<file path="src/rtl/dmem_pkg.sv">
// dmem_pkg -- shared definitions for the dual-requester byte memory controller.
//   * RISC-V load/store func3 encodings
//   * controller state enumeration
//   * size_bytes : func3 -> number of byte cycles (1, 2 or 4)
//   * load_ext   : sign/zero extension of an assembled load word
//   * f3_illegal : func3 encodings the controller refuses
package dmem_pkg;

  localparam logic [2:0] F3_B  = 3'b000;
  localparam logic [2:0] F3_H  = 3'b001;
  localparam logic [2:0] F3_W  = 3'b010;
  localparam logic [2:0] F3_BU = 3'b100;
  localparam logic [2:0] F3_HU = 3'b101;

  typedef enum logic [1:0] {
    ST_IDLE  = 2'd0,
    ST_XFER  = 2'd1,
    ST_DRAIN = 2'd2,
    ST_RESP  = 2'd3
  } state_e;

  function automatic logic [2:0] size_bytes(input logic [2:0] func3);
    logic [2:0] n;
    case (func3[1:0])
      2'b00:   n = 3'd1;
      2'b01:   n = 3'd2;
      default: n = 3'd4;
    endcase
    return n;
  endfunction

  function automatic logic [31:0] load_ext(input logic [2:0] func3,
                                           input logic [31:0] raw);
    logic [31:0] r;
    case (func3)
      F3_B:    r = {{24{raw[7]}}, raw[7:0]};
      F3_H:    r = {{16{raw[15]}}, raw[15:0]};
      F3_BU:   r = {24'h000000, raw[7:0]};
      F3_HU:   r = {16'h0000, raw[15:0]};
      default: r = raw;
    endcase
    return r;
  endfunction

  // 011 and 11x are never valid; unsigned variants make no sense for stores.
  function automatic logic f3_illegal(input logic [2:0] func3, input logic we);
    return (func3 == 3'b011) || (func3[2:1] == 2'b11) || (we && func3[2]);
  endfunction

endpackage

</file>
<file path="src/rtl/dmem_rr_arb.sv">
// dmem_rr_arb -- two-way round-robin arbiter.
//   clk_i, rst_i : clock, asynchronous active-high reset
//   en_i         : arbitration allowed this cycle (controller idle)
//   req_i[1:0]   : per-port requests
//   gnt_o[1:0]   : one-hot combinational grant
// The pointer remembers which port won last; reset value "port 1 last"
// so port 0 wins the first contended cycle.
module dmem_rr_arb (
  input  logic       clk_i,
  input  logic       rst_i,
  input  logic       en_i,
  input  logic [1:0] req_i,
  output logic [1:0] gnt_o
);

  logic last_q;
  logic last_d;

  always_comb begin
    gnt_o = 2'b00;
    if (en_i && !rst_i) begin
      case (req_i)
        2'b01:   gnt_o = 2'b01;
        2'b10:   gnt_o = 2'b10;
        2'b11:   gnt_o = last_q ? 2'b01 : 2'b10;
        default: gnt_o = 2'b00;
      endcase
    end
    last_d = last_q;
    if (gnt_o[0]) begin
      last_d = 1'b0;
    end else if (gnt_o[1]) begin
      last_d = 1'b1;
    end
  end

  always_ff @(posedge clk_i or posedge rst_i) begin
    if (rst_i) begin
      last_q <= 1'b1;
    end else begin
      last_q <= last_d;
    end
  end

endmodule

</file>
<file path="src/rtl/dmem_ctrl.sv">
// dmem_ctrl -- shares a byte-wide data memory between the core LSU (port 0)
// and the debug/DMA master (port 1). Each b/h/w access becomes 1/2/4
// consecutive byte cycles (little-endian); loads are reassembled and
// sign/zero extended according to func3.
//   req_i/we_i/addr_i/wdata_i/func3_i : per-port request fields (2 ports)
//   gnt_o      : combinational grant pulse, fields sampled that cycle
//   rvalid_o   : completion pulse to the owning port
//   rdata_o    : extended load data (0 for stores/errors), with rvalid_o
//   err_o      : completion is an error, with rvalid_o
//   mem_*      : byte memory interface, read data one cycle after mem_en_o
// Build option: define DMEM_MISALIGN_EN to allow misaligned h/w accesses
// (addresses wrap modulo 2^AW); otherwise they complete with err_o.
module dmem_ctrl
  import dmem_pkg::*;
#(
  parameter int AW = 12
) (
  input  logic            clk_i,
  input  logic            rst_i,
  input  logic [1:0]      req_i,
  input  logic [1:0]      we_i,
  input  logic [2*AW-1:0] addr_i,
  input  logic [63:0]     wdata_i,
  input  logic [5:0]      func3_i,
  output logic [1:0]      gnt_o,
  output logic [1:0]      rvalid_o,
  output logic [31:0]     rdata_o,
  output logic            err_o,
  output logic            mem_en_o,
  output logic            mem_wren_o,
  output logic [AW-1:0]   mem_addr_o,
  output logic [7:0]      mem_wdata_o,
  input  logic [7:0]      mem_rdata_i
);

  state_e        state_q, state_d;
  logic          owner_q, owner_d;
  logic          we_q, we_d;
  logic [AW-1:0] base_q, base_d;
  logic [31:0]   wdata_q, wdata_d;
  logic [2:0]    func3_q, func3_d;
  logic [2:0]    n_q, n_d;
  logic [1:0]    idx_q, idx_d;
  logic [31:0]   buf_q, buf_d;
  logic [31:0]   rdata_q, rdata_d;
  logic          err_q, err_d;

  logic [1:0]    gnt;
  logic          sel;
  logic          req_we;
  logic [AW-1:0] req_addr;
  logic [31:0]   req_wdata;
  logic [2:0]    req_f3;
  logic          misaligned;
  logic [1:0]    last_idx;

  dmem_rr_arb u_arb (
    .clk_i (clk_i),
    .rst_i (rst_i),
    .en_i  (state_q == ST_IDLE),
    .req_i (req_i),
    .gnt_o (gnt)
  );

  assign gnt_o     = gnt;
  assign sel       = gnt[1];
  assign req_we    = sel ? we_i[1]             : we_i[0];
  assign req_addr  = sel ? addr_i[2*AW-1:AW]   : addr_i[AW-1:0];
  assign req_wdata = sel ? wdata_i[63:32]      : wdata_i[31:0];
  assign req_f3    = sel ? func3_i[5:3]        : func3_i[2:0];
  // n is 1, 2 or 4; the 2-bit difference yields 0, 1 or 3.
  assign last_idx  = n_q[1:0] - 2'd1;

  always_comb begin
    misaligned = 1'b0;
`ifndef DMEM_MISALIGN_EN
    misaligned = ((req_f3[1:0] == 2'b01) && req_addr[0]) ||
                 ((req_f3[1:0] == 2'b10) && (req_addr[1:0] != 2'b00));
`endif
  end

  always_comb begin
    state_d = state_q;
    owner_d = owner_q;
    we_d    = we_q;
    base_d  = base_q;
    wdata_d = wdata_q;
    func3_d = func3_q;
    n_d     = n_q;
    idx_d   = idx_q;
    buf_d   = buf_q;
    rdata_d = rdata_q;
    err_d   = err_q;

    case (state_q)
      ST_IDLE: begin
        if (gnt != 2'b00) begin
          owner_d = sel;
          we_d    = req_we;
          base_d  = req_addr;
          wdata_d = req_wdata;
          func3_d = req_f3;
          n_d     = size_bytes(req_f3);
          idx_d   = 2'd0;
          buf_d   = 32'h0;
          rdata_d = 32'h0;
          if (f3_illegal(req_f3, req_we) || misaligned) begin
            err_d   = 1'b1;
            state_d = ST_RESP;
          end else begin
            err_d   = 1'b0;
            state_d = ST_XFER;
          end
        end
      end

      ST_XFER: begin
        // Read data lags the address by one cycle, so byte idx-1 lands now.
        if (!we_q && (idx_q != 2'd0)) begin
          buf_d[{idx_q - 2'd1, 3'b000} +: 8] = mem_rdata_i;
        end
        idx_d = idx_q + 2'd1;
        if (idx_q == last_idx) begin
          state_d = we_q ? ST_RESP : ST_DRAIN;
          rdata_d = 32'h0;
        end
      end

      ST_DRAIN: begin
        buf_d[{last_idx, 3'b000} +: 8] = mem_rdata_i;
        rdata_d = load_ext(func3_q, buf_d);
        state_d = ST_RESP;
      end

      ST_RESP: begin
        // Clear so rdata_o/err_o read 0 outside the completion pulse.
        rdata_d = 32'h0;
        err_d   = 1'b0;
        state_d = ST_IDLE;
      end

      default: state_d = ST_IDLE;
    endcase
  end

  always_ff @(posedge clk_i or posedge rst_i) begin
    if (rst_i) begin
      state_q <= ST_IDLE;
      owner_q <= 1'b0;
      we_q    <= 1'b0;
      base_q  <= '0;
      wdata_q <= 32'h0;
      func3_q <= 3'b000;
      n_q     <= 3'd0;
      idx_q   <= 2'd0;
      buf_q   <= 32'h0;
      rdata_q <= 32'h0;
      err_q   <= 1'b0;
    end else begin
      state_q <= state_d;
      owner_q <= owner_d;
      we_q    <= we_d;
      base_q  <= base_d;
      wdata_q <= wdata_d;
      func3_q <= func3_d;
      n_q     <= n_d;
      idx_q   <= idx_d;
      buf_q   <= buf_d;
      rdata_q <= rdata_d;
      err_q   <= err_d;
    end
  end

  // Memory side is decoded from state so an asynchronous reset drops it at once.
  assign mem_en_o    = (state_q == ST_XFER);
  assign mem_wren_o  = (state_q == ST_XFER) && we_q;
  assign mem_addr_o  = (state_q == ST_XFER) ? (base_q + {{(AW-2){1'b0}}, idx_q}) : '0;
  assign mem_wdata_o = mem_wren_o ? wdata_q[{idx_q, 3'b000} +: 8] : 8'h00;

  assign rvalid_o    = (state_q == ST_RESP) ? (owner_q ? 2'b10 : 2'b01) : 2'b00;
  assign rdata_o     = rdata_q;
  assign err_o       = err_q;

endmodule

</file>
<file path="config.mk">
export PLATFORM = sky130hd
export DESIGN_NAME = dmem_ctrl
export DESIGN_NICKNAME = d
export VERILOG_FILES = /design/src/rtl/dmem_pkg.sv /design/src/rtl/dmem_rr_arb.sv /design/src/rtl/dmem_ctrl.sv
export SDC_FILE = /design/constraint.sdc
export NUM_CORES = 1
export LEC_CHECK = 0
export CAP_MARGIN = 20
export CORE_MARGIN = 2
export CORE_UTILIZATION = 45
export DETAILED_ROUTE_END_ITERATION = 8
export PLACE_DENSITY = 0.79
export SLEW_MARGIN = 25
export SYNTH_ARGS = -nofsm -noshare
export SYNTH_HDL_FRONTEND = slang
export SYNTH_SLANG_ARGS = --single-unit
</file>
<file path="constraint.sdc">
create_clock -name clk_i -period 6.3 [get_ports clk_i]
set_input_delay 0.945 -clock clk_i [delete_from_list [all_inputs] [get_ports clk_i]]
set_output_delay 0.945 -clock clk_i [all_outputs]
set_load 0.05 [all_outputs]
</file>
==> metrics.md, run 1 <==
| Metric | Value |
|---|---|
| Status | complete, no violations |
| Critical Path Sink Type | output pin |
| Clk sinks | 121 |
| Crit path launch type | flop |
| Max cap viols | 0 |
| Vias per cell | 5.69 |
| Clock slew at reported path FFs | 0.06 ns |
| P_leak | 4.21 nW |
| Fin Setup TNS | 0 ns |
| Die X | 130 um |
| Via count | 6354 |
| Critical path type | reg2out |
| Pre-antenna DRT Iters | 5 |
| Inserted Clock Buffers | 17 |
| Worst Path Arrival | 3.61 ns |
| PwrDens | 455 nW/um2 |
| Number of routed nets with antenna violations | 0 |
| Critical path cell sequence | ha_1, inv_1, fa_1, nor4_1, xor2_1, and2_1, clkdlybuf4s50_1 |
| Initial antenna violation count | 0 |
| Worst path max stage delay | 0.91 ns |
| Port Buffers | 166 |
| # setup viols final | 0 |
| Critical Path RT | 5.35 ns |
| Top post-synthesis cells by area | dfrtp_1 (42%), a22o_1 (7.6%), o21ai_0 (6.8%) |
| Post-Route WL | 19.9 mm |
| Die Span Y | 130 um |
| Share of the synthesized area in the top cell type | 41.9% |
| TritonCTS clock tree | yes |
| Syn. warnings | 0 |
| Hold WC Path Type | reg2reg |
| DRC Markers | 0 |
| CORE AREA | 15700 um2 |
| Max clock buf depth | 2 |
| Final period utilization | 72.3% |
| Register area share after synthesis | 42.3% |
| Fin. Hold Viols | 0 |
| Iter 0 DRT Violations | 504 |
| Number of flops mapped to enable cells by yosys | 0 |
| H-tree levels | 4 |
| GPL Wtd Cong | 0.858 |
| Starting density of the core | 45.6% |
| Most used cells in the layout excluding fill and tap cells | clkdlybuf4s50_1 (166), dfrtp_1 (120), o21ai_0 (96), nand2_1 (95), a22o_1 (62) |
| Post-CTS Hold Buffers | 0 |
| Final HPWL DP | 13.8 mm |
| Main synth FF type | dfrtp_1 |
| Post-Syn Area | 7160 um2 |
| Layout cells sized above 1 | 7.89% |
| Grt ovf | 0 |
| N_diodes | 0 |
| Placement Rows | 46 |
| First-pass GRT wire length | 32.3 mm |
| Post-CTS Repair Setup Buffers | 0 |
| Period minus WS final | 4.56 ns |
| Later-pin clock latency in the skew report | 0.43 ns |
| Vias in the first global route | 6208 |
| Worst Tran Pin Value | 0.946 ns |
| Clock Skews | 0.00822 ns |
| Gate Count Post-Synth | 752 |
| Pin count of the biggest net entering global routing | 86 |
| RSZ-0062 raised after global routing | false |
| Root buffer cell | clkbuf_16 |
| Ports | 167 |
| Crit-path max FO | 18 |
| DR WL/cell | 17.8 um |
| Slowest CP cell | dfrtp_1 |
| Post-cts sizing count | 0 |
| Slew margin rel. | 36.9% |
| Synthesized net count | 878 |
| Post-synthesis async set-or-reset flop share | 100% |
| GRT Util Overall | 24.7% |
| Final core occ | 60.9% |
| Die area | 16900 um2 |
| Seq cells post-synth | 121 |
| Average size of a mapped cell | 9.52 um2 |
| Area grow syn2layout | 33.7% |
| Max Slew Vio Count | 0 |
| Post-synth top area cell | dfrtp_1 |
| Maximum clock frequency | 219 MHz |
| Peak supply drop | 0.000292 V |
| Number of nets at the end of the flow | 1013 |
| Yosys cell types | 58 |
| Most common cell after layout, fill and taps aside | clkdlybuf4s50_1 |
==> final timing paths <==
kind	slack [ns]	end	depth (start not counted)	startpoint
hold reg to reg	0.47	wdata_q[19]	2	wdata_q[19]
setup / recovery	1.74	mem_addr_o[10]	7	idx_q[0]
setup reg to reg	2.88	rdata_o[4]	7	n_q[0]
hold / removal	0.47	wdata_q[19]	2	wdata_q[19]
max in group asynchronous	4.22	buf_q[27]	3	rst_i
min in group asynchronous	1.09	wdata_q[14]	2	rst_i
==> synthesized netlist by cell type (4+ instances only) <==
| cell | count |
|---|---|
| o22ai_1 | 6 |
| xnor2_1 | 4 |
| nor4_1 | 5 |
| a21oi_1 | 19 |
| mux2_2 | 8 |
| nor4bb_1 | 4 |
| inv_1 | 28 |
| nand2b_1 | 9 |
| nand4_1 | 11 |
| o2bb2ai_1 | 4 |
| clkbuf_1 | 41 |
| o21ai_0 | 97 |
| buf_2 | 13 |
| nand2_1 | 95 |
| dfrtp_1 | 120 |
| nor2b_1 | 8 |
| and2_1 | 19 |
| a22o_1 | 62 |
| a31oi_1 | 4 |
| nor2_1 | 24 |
| o31ai_1 | 20 |
| a22oi_1 | 22 |
| mux2i_1 | 47 |
| xor2_1 | 7 |
| mux4_2 | 8 |
| ha_1 | 17 |
==> worst max-delay path: cells and delay by family (launching register included) <==
kind / cells / cell delay [ns]
DFF: 1 / 0.91
xor gates and xnor gates: 1 / 0.17
adders and majority gates: 2 / 0.74
buffers and inverters: 2 / 0.86
and+or+nand+nor: 2 / 0.50
==> per-stage QoR <==
stage	cell area [um2]	hold slack (ns)	power, W	setup WS (ns)	instances
detailed placement	8940	0.465	0.00331	2.17	1084
CTS	9570	0.478	0.00436	1.69	1116
global route	9580	0.505	0.00461	1.43	1116
finish	9580	0.472	0.00435	1.74	1116
floorplan	7160	0.445	0.00268	2.14	752
global placement	8930	0.456	0.00326	2.20	1083
==> layout make-up <==
cell class / instances / area, um2
sequential: 121 / 3030
multi-input combinational: 539 / 3770
inverter: 29 / 114
timing repair buffer: 179 / 1760
clock inverter: 11 / 170
clock buffer: 21 / 460
fill: 1322 / 6140
tap: 216 / 270
==> routing by layer <==
layer,part of all wire (%),vias up,track usage (%)
met5,0,-,0
met4,2.9,0,10.7
met3,8.6,46,7.71
met2,47,275,38.7
met1,41,3026,31.6
li1,-,3007,-
==> kinds of logic after synthesis <==
kind of cell	share of synthesized area (%)
flops	42.3
mux	10.8
xor+xnor	1.35
buf+inv	5.42
fa+ha+maj	3.25
simple gates	13.2
compound gates	23.7
==> flip-flops by register name, summed over array words and instances, names as in the netlist, 2 cells and up <==
signal	count
func3_q	3
idx_q	2
rdata_o	32
base_q	12
state_q	2
buf_q	32
wdata_q	32
n_q	2
==> power breakdown <==
group | total (W) | switching, W | internal [W]
sequential | 0.00126 | 0.000234 | 0.00102
clock | 0.00104 | 0.000360 | 0.000681
combinational | 0.00205 | 0.00132 | 0.000731
total | 0.00435 | 0.00192 | 0.00244
No activity file was read; power rests on OpenSTA's default activity.
==> run 2, diff against run 1 <==
clock period = 4.44 ns   (was 6.3 ns; I/O delays follow)
==> metrics.md, run 2 (synthesis gave the netlist of run 1 again) <==
| Metric | Value |
|---|---|
| Status | complete, no violations |
| Most used cells in the layout excluding fill and tap cells | clkdlybuf4s50_1 (165), dfrtp_1 (120), o21ai_0 (96), nand2_1 (95), a22o_1 (62) |
| Peak supply drop | 0.000341 V |
| Starting density of the core | 45.6% |
| Port Buffers | 166 |
| Pre-antenna DRT Iters | 5 |
| Die Span Y | 130 um |
| GRT Util Overall | 24.9% |
| Vias in the first global route | 6275 |
| DR WL/cell | 18.0 um |
| Later-pin clock latency in the skew report | 0.42 ns |
| DRC Markers | 0 |
| Placement Rows | 46 |
| Clock slew at reported path FFs | 0.05 ns |
| Final HPWL DP | 14.0 mm |
| Final core occ | 60.7% |
| RSZ-0062 raised after global routing | false |
| Grt ovf | 0 |
| Critical Path RT | 3.77 ns |
| Inserted Clock Buffers | 17 |
| Max clock buf depth | 2 |
| FF+latch area | 3030 um2 |
| N_diodes | 0 |
| Post-cts sizing count | 0 |
| Post-CTS Repair Setup Buffers | 0 |
| Max Slew Vio Count | 0 |
| CORE AREA | 15700 um2 |
| First-pass GRT wire length | 32.7 mm |
| Layout cells sized above 1 | 8.08% |
| Iter 0 DRT Violations | 668 |
| # fillers | 1325 |
| Crit-path max FO | 19 |
| Worst Tran Pin Value | 0.908 ns |
| Most common cell after layout, fill and taps aside | clkdlybuf4s50_1 |
| Multi-input gate area | 3770 um2 |
| Final period utilization | 82.2% |
| Die X | 130 um |
| Crit path launch type | flop |
| Pin count of the biggest net entering global routing | 66 |
| Max cap viols | 0 |
| Via count | 6439 |
| # setup viols final | 0 |
| Critical path type | reg2out |
| PwrDens | 631 nW/um2 |
| Clock Skews | 0.00669 ns |
| H-tree levels | 4 |
| Root buffer cell | clkbuf_16 |
| Post-Route WL | 20.2 mm |
| Number of nets at the end of the flow | 1017 |
| Slew margin rel. | 39.0% |
| Vias per cell | 5.75 |
| Area grow syn2layout | 33.3% |
| Number of routed nets with antenna violations | 0 |
| GPL Wtd Cong | 0.834 |
| P_leak | 4.21 nW |
| TritonCTS clock tree | yes |
| Fin. Hold Viols | 0 |
| Final Power | 0.00602 W |
| Period minus WS final | 3.65 ns |
| Clk sinks | 121 |
| Die area | 16900 um2 |
| Initial antenna violation count | 0 |
| Worst Path Arrival | 2.98 ns |
| Ports | 167 |
| Fin Setup TNS | 0 ns |
| Post-CTS Hold Buffers | 0 |
| Maximum clock frequency | 274 MHz |
| Hold WC Path Type | reg2reg |
| Critical Path Sink Type | output pin |
## run 2: per-layer routing
metal / GRT usage (%) / vias up / routed length (um)
met5: 0 / - / 0
met2: 40.0 / 307 / 9780
met4: 8.10 / 0 / 329
met3: 5.45 / 29 / 1560
li1: - / 3017 / -
met1: 33.7 / 3086 / 8530
## run 2: final timing paths
kind | cells past startpoint | slack, ns | start | to
worst min register to register | 2 | 0.48 | wdata_q[12] | wdata_q[12]
worst max register to register | 7 | 1.40 | n_q[1] | rdata_o[27]
worst min-delay path | 2 | 0.48 | wdata_q[12] | wdata_q[12]
worst max-delay path | 5 | 0.79 | state_q[1] | mem_wdata_o[6]
min in group asynchronous | 2 | 0.77 | rst_i | wdata_q[13]
max in group asynchronous | 3 | 2.86 | rst_i | base_q[3]
## run 2: cell type report
cell class / instances / share of cell area, %
Timing Repair Buffer: 183 / 19.0
Clock buffer: 24 / 5.05
Inverter: 29 / 1.17
Sequential cell: 121 / 31.8
Multi-Input combinational cell: 539 / 39.5
Tap cell: 216 / 2.83
Clock inverter: 8 / 0.734
## run 2: critical path, cell delays in order, from the launching register on
cell,delay [ns]
dfrtp_1,0.41
inv_1,0.11
ha_1,0.53
and2_1,0.49
and2_1,0.21
clkdlybuf4s50_1,0.80
## run 2: through the flow
| stage | setup WS (ns) | instance area (um2) | hold slack [ns] | instances |
|---|---|---|---|---|
| floorplan | 0.561 | 7160 | 0.445 | 752 |
| global placement | 1.21 | 8990 | 0.456 | 1088 |
| detailed placement | 1.19 | 8990 | 0.464 | 1088 |
| CTS | 0.796 | 9540 | 0.477 | 1120 |
| global route | 0.636 | 9540 | 0.502 | 1120 |
| finish | 0.791 | 9540 | 0.477 | 1120 |
## run 2: power by group
part	internal, W	leakage (nW)	switching [W]	total, W
clock network	0.000807	0.270	0.000485	0.00129
logic	0.00105	2.34	0.00197	0.00302
registers	0.00145	1.60	0.000253	0.00171
total	0.00331	4.21	0.00271	0.00602
==> run 3, diff against run 2 <==
PLACE_DENSITY = 0.82   (was 0.79)
clock period = 2.95 ns   (was 4.44 ns; I/O delays follow)
==> metrics.md, run 3 (synthesis gave the netlist of run 1 again) <==
| Metric | Value |
|---|---|
| Clk sinks | 121 |
| Status | complete, no violations |
| Area grow syn2layout | 38.7% |
| Max cap viols | 0 |
| Share of power burned in the clock network | 21.6% |
| N_diodes | 0 |
| Finished Cell Area | 9930 um2 |
| Later-pin clock latency in the skew report | 0.42 ns |
| Port Buffers | 166 |
| Die Span Y | 130 um |
| Pre-antenna DRT Iters | 5 |
| Critical Path Sink Type | output pin |
| DRC Markers | 0 |
| Number of routed nets with antenna violations | 0 |
| Ports | 167 |
| Post-CTS Hold Buffers | 0 |
| Final HPWL DP | 14.6 mm |
| Fin. Hold Viols | 0 |
| Most used cells in the layout excluding fill and tap cells | clkdlybuf4s50_1 (142), dfrtp_1 (120), o21ai_0 (96), nand2_1 (95), a22o_1 (62) |
| Max Slew Vio Count | 0 |
| Reg2reg setup slack | 0.43 ns |
| Fin Setup TNS | 0 ns |
| Switching Fraction | 43.7% |
| Critical path cell sequence | buf_4, ha_1, a21oi_1, nor4_1, xor2_1, and2_1, buf_12 |
| Post-Route WL | 20.6 mm |
| Worst path max stage delay | 0.37 ns |
| Vias per cell | 5.78 |
| Worst Tran Pin Value | 0.940 ns |
| Die X | 130 um |
| Crit-path max FO | 13 |
| Max clock buf depth | 2 |
| Slowest CP cell | dfrtp_1 |
| CORE AREA | 15700 um2 |
| First-pass GRT wire length | 33.0 mm |
| Sequential fraction of design power | 27.2% |
| Iter 0 DRT Violations | 592 |
| Worst Path Arrival | 2.35 ns |
| Placed Area | 9340 um2 |
| Peak supply drop | 0.000564 V |
| Critical Path RT | 2.51 ns |
| Crit path launch type | flop |
| Root buffer cell | clkbuf_16 |
| Internal | 0.00536 W |
| GRT Util Overall | 25.3% |
| Layout cells sized above 1 | 12.2% |
| Die area | 16900 um2 |
| Starting density of the core | 45.6% |
| Hold WC Path Type | reg2reg |
| Period minus WS final | 2.79 ns |
| Sw Pwr | 0.00417 W |
| Placement Rows | 46 |
| Critical path type | reg2out |
| Inserted Clock Buffers | 17 |
| RSZ-0062 raised after global routing | false |
| Clock slew at reported path FFs | 0.05 ns |
| DR WL/cell | 18.2 um |
| Vias in the first global route | 6544 |
| Clock Skews | 0.00653 ns |
| Most common cell after layout, fill and taps aside | clkdlybuf4s50_1 |
| GPL Wtd Cong | 0.905 |
| Slew margin rel. | 37.3% |
| Initial antenna violation count | 0 |
| Final period utilization | 94.6% |
| Grt ovf | 0 |
| Maximum clock frequency | 358 MHz |
| Comb pwr share | 51.2% |
| PwrDens | 960 nW/um2 |
| H-tree levels | 4 |
| TritonCTS clock tree | yes |
| Number of nets at the end of the flow | 1029 |
| # setup viols final | 0 |
| Via count | 6541 |
| Pin count of the biggest net entering global routing | 50 |
| P_leak | 4.41 nW |
run 3: worst paths after layout:
| check | cells after the start | end | start |
|---|---|---|---|
| max in group asynchronous | 3 | u_arb.last_q | rst_i |
| min in group asynchronous | 2 | wdata_q[21] | rst_i |
| hold / removal | 2 | wdata_q[17] | wdata_q[17] |
| setup reg to reg | 8 | rdata_o[3] | state_q[1] |
| hold reg to reg | 2 | wdata_q[17] | wdata_q[17] |
| setup / recovery | 7 | mem_addr_o[11] | idx_q[1] |
run 3: worst max-delay path: cells and delay by family, from the launching register on:
family	cells	cell delay, ns
fa+ha+maj	1	0.29
xor+xnor	1	0.20
compound gates	1	0.14
flops	1	0.37
buf+inv	2	0.36
simple gates	2	0.56
run 3: area by class of cell:
cell class	count	area (um2)
timing repair buffer	195	2160
fill	1242	5780
clock buffer	24	492
inverter	29	113
tap	216	270
clock inverter	8	92.6
multi-input combinational	539	3780
sequential	121	3030
run 3: layer usage:
layer  vias up  global-route usage [%]  part of all wire, %  routed length, um
met4         0                    8.92                  2.0                415
met3        40                    8.73                  9.4               1930
li1       3044                       -                    -                  -
met1      3152                    30.9                   39               8060
met5         -                       0                    0                  0
met2       305                    41.8                   49              10200
run 3: timing repair:
action,in CTS,in global routing
buffers inserted,0,0
endpoints found under the setup margin,0,8
gates resized for setup,0,1
run 3: per-stage QoR:
stage               util, %  hold slack, ns  total power, W  cells  setup WS, ns
CTS                    63.2           0.478         0.00952   1132        0.0922
floorplan                 -           0.445         0.00574    752         0.143
detailed placement     59.4           0.466         0.00744   1100         0.306
global placement       59.4           0.456         0.00730   1099         0.365
global route           63.2           0.503          0.0101   1132        0.0226
finish                 63.2           0.473         0.00953   1132         0.158
run 3: power by group through the flow:
stage / clock [W] / combinational, W / sequential [W]
4_1_cts: 0.00208 / 0.00485 / 0.00259
6_report: 0.00206 / 0.00488 / 0.00260
5_1_grt: 0.00216 / 0.00525 / 0.00266
3_5_place_dp: 0 / 0.00482 / 0.00261
2_1_floorplan: 0 / 0.00283 / 0.00291
3_3_place_gp: 0 / 0.00472 / 0.00258
